`src/rtl/autoref_scheduler.sv`:
```
// Auto-refresh scheduler: turns the refresh interval into pending credits and
// runs the REQ/ACK handshake plus the tRFC blocking window toward the issuer.
module autoref_scheduler #(
    parameter int unsigned CNT_W       = 28,
    parameter int unsigned MAX_PENDING = 8,
    parameter int unsigned URGENT_TH   = 6
) (
    input  logic             clk,
    input  logic             rstn,
    input  logic             aref_en,
    input  logic [CNT_W-1:0] aref_interval,
    input  logic [CNT_W-1:0] trfc,
    input  logic             ref_ack,
    output logic             ref_req,
    output logic             ref_block,
    output logic             ref_urgent,
    output logic [3:0]       pending_cnt,
    output logic             overflow
);

    localparam int unsigned PEND_W = 4;
    localparam int unsigned EXT_W  = CNT_W + 1;

    typedef enum logic [1:0] {
        IDLE = 2'd0,
        REQ  = 2'd1,
        TRFC = 2'd2
    } state_t;

    state_t           state;
    logic [CNT_W-1:0] int_cnt;
    logic [CNT_W-1:0] trfc_cnt;
    logic [CNT_W-1:0] trfc_l;

    logic [EXT_W-1:0] int_next_c;
    logic [EXT_W-1:0] trfc_next_c;
    logic             int_wrap_c;
    logic             trfc_done_c;
    logic             tick_c;
    logic             accept_c;

    // One extra bit keeps counter + 1 from wrapping at the top of the range.
    assign int_next_c  = {1'b0, int_cnt} + EXT_W'(1);
    assign trfc_next_c = {1'b0, trfc_cnt} + EXT_W'(1);
    assign int_wrap_c  = int_next_c >= {1'b0, aref_interval};
    assign trfc_done_c = trfc_next_c >= {1'b0, trfc_l};
    assign tick_c      = aref_en && int_wrap_c;
    assign accept_c    = (state == REQ) && ref_ack;

    assign ref_urgent  = pending_cnt >= PEND_W'(URGENT_TH);

    // Refresh interval counter.
    always_ff @(posedge clk) begin
        if (!rstn) begin
            int_cnt <= '0;
        end else if (!aref_en || int_wrap_c) begin
            int_cnt <= '0;
        end else begin
            int_cnt <= int_next_c[CNT_W-1:0];
        end
    end

    // Owed-refresh credits; a tick with no room left is recorded as overflow.
    always_ff @(posedge clk) begin
        if (!rstn) begin
            pending_cnt <= '0;
            overflow    <= 1'b0;
        end else if (!aref_en) begin
            pending_cnt <= '0;
        end else if (tick_c && !accept_c) begin
            if (pending_cnt == PEND_W'(MAX_PENDING)) begin
                overflow <= 1'b1;
            end else begin
                pending_cnt <= pending_cnt + PEND_W'(1);
            end
        end else if (accept_c && !tick_c && (pending_cnt != '0)) begin
            pending_cnt <= pending_cnt - PEND_W'(1);
        end
    end

    // Handshake and tRFC window sequencing.
    always_ff @(posedge clk) begin
        if (!rstn) begin
            state     <= IDLE;
            ref_req   <= 1'b0;
            ref_block <= 1'b0;
            trfc_cnt  <= '0;
            trfc_l    <= '0;
        end else begin
            case (state)
                IDLE: begin
                    if (aref_en && (pending_cnt != '0)) begin
                        state   <= REQ;
                        ref_req <= 1'b1;
                    end
                end
                REQ: begin
                    if (ref_ack) begin
                        state     <= TRFC;
                        ref_req   <= 1'b0;
                        ref_block <= 1'b1;
                        trfc_l    <= trfc;
                        trfc_cnt  <= '0;
                    end else if (!aref_en) begin
                        state   <= IDLE;
                        ref_req <= 1'b0;
                    end
                end
                TRFC: begin
                    if (trfc_done_c) begin
                        state     <= IDLE;
                        ref_block <= 1'b0;
                    end else begin
                        trfc_cnt <= trfc_next_c[CNT_W-1:0];
                    end
                end
                default: begin
                    state     <= IDLE;
                    ref_req   <= 1'b0;
                    ref_block <= 1'b0;
                end
            endcase
        end
    end

endmodule

```
`config.mk`:
```
export PLATFORM = sky130hd
export DESIGN_NAME = autoref_scheduler
export DESIGN_NICKNAME = d
export VERILOG_FILES = /design/src/rtl/autoref_scheduler.sv
export SDC_FILE = /design/constraint.sdc
export NUM_CORES = 1
export LEC_CHECK = 0
export ABC_CLOCK_PERIOD_IN_PS = 7280
export CORE_MARGIN = 2
export CORE_UTILIZATION = 35
export DETAILED_ROUTE_END_ITERATION = 8
export PLACE_DENSITY = 0.61
export SLEW_MARGIN = 20
export SYNTH_ARGS = -nofsm -noshare
export SYNTH_HDL_FRONTEND = slang
export SYNTH_SLANG_ARGS = --single-unit
```
`constraint.sdc`:
```
create_clock -name clk -period 7.28 [get_ports clk]
set_clock_uncertainty 0.2 [all_clocks]
set_input_delay 1.456 -clock clk [delete_from_list [all_inputs] [get_ports clk]]
set_output_delay 1.456 -clock clk [all_outputs]
set_load 0.005 [all_outputs]
```
==> metrics.csv <==
stage;metric;value;unit
cts;clock_path_buffers;2;
sta;tns;0;ps
cts;clk_pin_slew;70;ps
cts;post_cts_resized;0;
yosys;synth_nets;851;
layout;fillCellCount;1691;
floorplan;start_util;35.8;%
layout;antenna_cells;0;
worst_setup_path;critPathMaxFanout;6;
yosys;synth_edf_count;0;
layout;final_nets;906;
yosys;synth_top_area_cell;dfxtp_1;
placed_design;numPortBuffers;67;
yosys;netlist_instances;730;
power;ir_drop;0.000108;V
routing;routed_wl;13600;µm
power;p_sw;0.233;mW
sta;min_period;5070;ps
routing;viasPerCell;4.97;
yosys;synth_area_leaders;dfxtp_1 (31%), ha_1 (13%), nand2_1 (6.8%);
yosys;syn_avg_cell_area;8.17;µm²
layout;area_growth;19.1;%
routing;vias;5018;
run_status;status;complete, no violations;
sta;fin_ws;2210;ps
floorplan;core-area;0.0166;mm²
yosys;synthDominantCellAreaShare;31.2;%
sta;hold_viol_final;0;
floorplan;io_pins;68;
cts;cts_setup_buffers;0;
grt;grt_pass1_wl;22800;µm
power;seqPwrFrac;48.4;%
cts;insertion_delay;350;ps
cts;ctsHoldBuffers;0;
sta;report.final.slew_viol_count;0;
power;power_density;148;mW/mm²
worst_setup_path;arrival;5110;ps
floorplan;rows;47;
routing;drt_iter0_markers;230;
worst_setup_path;required;7320;ps
grt;track_usage;15.6;%
yosys;ys_seq_elements;93;
cts;cts_tree;done;
placed_design;gp_congestion;0.828;
routing;drt-pass1-iter-count;4;
worst_setup_path;cp-start-kind;flip-flop;
worst_setup_path;worstSetupPathType;flip-flop to flip-flop;
routing;drc;0;
power;p_comb_share;5.6;%
routing;antenna_left;0;
yosys;async_flop_share;0;%
grt;antenna_found_initial;0;
worst_hold_path;min-delay-start;trfc_l[2]$_SDFFE_PN0P_;
yosys;synthDistinctLibCells;73;
power;p_int;0.819;mW
floorplan;die-area;0.0181;mm²
sta;setup_viol;0;
yosys;yosysSeqAreaShare;31.2;%
sta;fmax;197;MHz
routing;avgRoutedWirePerCell;13.5;µm
worst_hold_path;hold_path_class;flip-flop to flip-flop;
sta;rsz0062_at_grt;false;
worst_setup_path;crit_start;int_cnt[2]$_SDFF_PP0_;
sta;hold_slack;253;ps
grt;overflow;0;
layout;regArea;0.00186;mm²
job;drv_cap;0;
worst_setup_path;endpoint_kind;flip-flop;
sta;tightest_slew;965;ps
worst_setup_path;reg2reg_from;int_cnt[2]$_SDFF_PP0_;
cts;clock_sinks;93;
floorplan;die_w;135;µm
sta;slew_headroom;35.3;%
yosys;yosys.cell_count.top_type;nand2_1;
cts;clock-root-buffer;clkbuf_16;
yosys;synth.top_cells.by_count;nand2_1 (108), dfxtp_1 (93), inv_1 (68), ha_1 (60), a21oi_1 (49);
sta;fin_crit_sh;69.7;%
power;swShare;22.1;%
grt;grt_max_degree;36;
yosys;ys.flop_type;dfxtp_1;
yosys;synth_warnings;0;
cts;cts_inserted_buffers;9;
yosys;syn_area;0.00597;mm²
grt;first_global_vias;4728;
layout;drive_gt1_share;5.32;%
layout;fin_cells;1010;
cts;htreeDepth;3;
placed_design;dp_cells;994;
placed_design;dp_hpwl;9910;µm
power;power.leakage;2.97;nW
power;p_clk_share;46.0;%
layout;multiInputGateArea;0.00371;mm²
floorplan;die_h;135;µm
placed_design;place_ws;2040;ps
-- state kept, by name (all words and copies together) (netlist names) --
register and count:
int_cnt 28, overflow 1, pending_cnt 4, ref_block 1, ref_req 1, state 2
trfc_cnt 28, trfc_l 28
-- critical path: stages, from the launching register on --
cell and delay (ps):
dfxtp_1 400, and4_4 270, and4_1 250, and2_1 240, nand3_1 170, nor2b_1 230, and3_1 200, xor2_1 220
ha_1 200, nand3_1 120, nor2_1 190, nand4_1 180, a211oi_1 470, o41a_4 300, nand2_1 130, ha_1 350
a21o_1 170, a21oi_1 230, nor3b_1 110, o311a_1 330
-- kinds of logic (layout without fill, tap and decap cells) --
family	Yosys count	in the layout	share of synthesized area [%]
multiplexers	13	13	2.29
AND/OR/NAND/NOR	284	284	24.6
adder cells (fa/ha/maj)	61	61	12.9
XOR/XNOR	55	55	8.07
flip-flops	93	93	31.2
buffers and inverters	95	155	6.59
AO/OA/AOI/OAI	129	129	14.3
-- stage by stage --
step / area [µm²] / util [%] / total power [mW]
floorplan: 5970 / - / 0.541
CTS: 7110 / 42.7 / 1.06
finish: 7110 / 42.7 / 1.05
global route: 7110 / 42.7 / 1.09
detailed placement: 6810 / 40.9 / 0.581
global placement: 6810 / 40.9 / 0.581
-- worst paths after layout --
check                                                   end  slack, ps  depth (start not counted)
worst max-delay path            pending_cnt[3]$_SDFFE_PN0P_       2210                         19
worst min-delay path                 trfc_l[2]$_SDFFE_PN0P_        250                          2
worst max register to register  pending_cnt[3]$_SDFFE_PN0P_       2210                         19
worst min register to register       trfc_l[2]$_SDFFE_PN0P_        250                          2
-- final cells by class --
cell class | count | area share, %
well taps | 220 | 3.87
multi-input cells | 542 | 52.3
flip-flops and latches | 93 | 26.2
clock buffers | 10 | 3.36
repair buffers | 71 | 9.86
clock inverters | 6 | 0.863
inverters | 68 | 3.59
-- placed cells by master, fill, tap and decap left out, drive strengths merged, types with 5 or more instances in the layout --
| master | instances |
|---|---|
| a21oi | 49 |
| a21o | 10 |
| nor2b | 8 |
| a21boi | 5 |
| clkbuf | 10 |
| a31oi | 7 |
| xor2 | 20 |
| and4 | 11 |
| nand2 | 109 |
| mux2i | 11 |
| dfxtp | 93 |
| a31o | 6 |
| nand4 | 12 |
| o21a | 5 |
| or4 | 5 |
| and2 | 12 |
| xnor2 | 35 |
| nor2 | 40 |
| inv | 68 |
| nor3 | 6 |
| nand3 | 23 |
| nor4 | 7 |
| and3 | 36 |
| o21ai | 24 |
| clkdlybuf4s50 | 67 |
| ha | 60 |
-- power by group through the flow --
| stage | clock, mW | combinational (mW) | sequential [mW] |
|---|---|---|---|
| 5_1_grt | 0.518 | 0.0658 | 0.509 |
| 6_report | 0.484 | 0.0590 | 0.510 |
| 2_1_floorplan | 0 | 0.0195 | 0.521 |
| 3_3_place_gp | 0 | 0.0595 | 0.521 |
| 3_5_place_dp | 0 | 0.0595 | 0.521 |
| 4_1_cts | 0.495 | 0.0600 | 0.510 |
-- routing by layer --
metal	vias up	GRT usage, %	share of wire [%]
li1	2631	-	-
met1	2286	20.7	49
met2	88	25.8	45
met3	13	3.08	3.9
met4	0	4.50	1.1
met5	-	0	0
No activity file was read; power rests on OpenSTA's default activity.
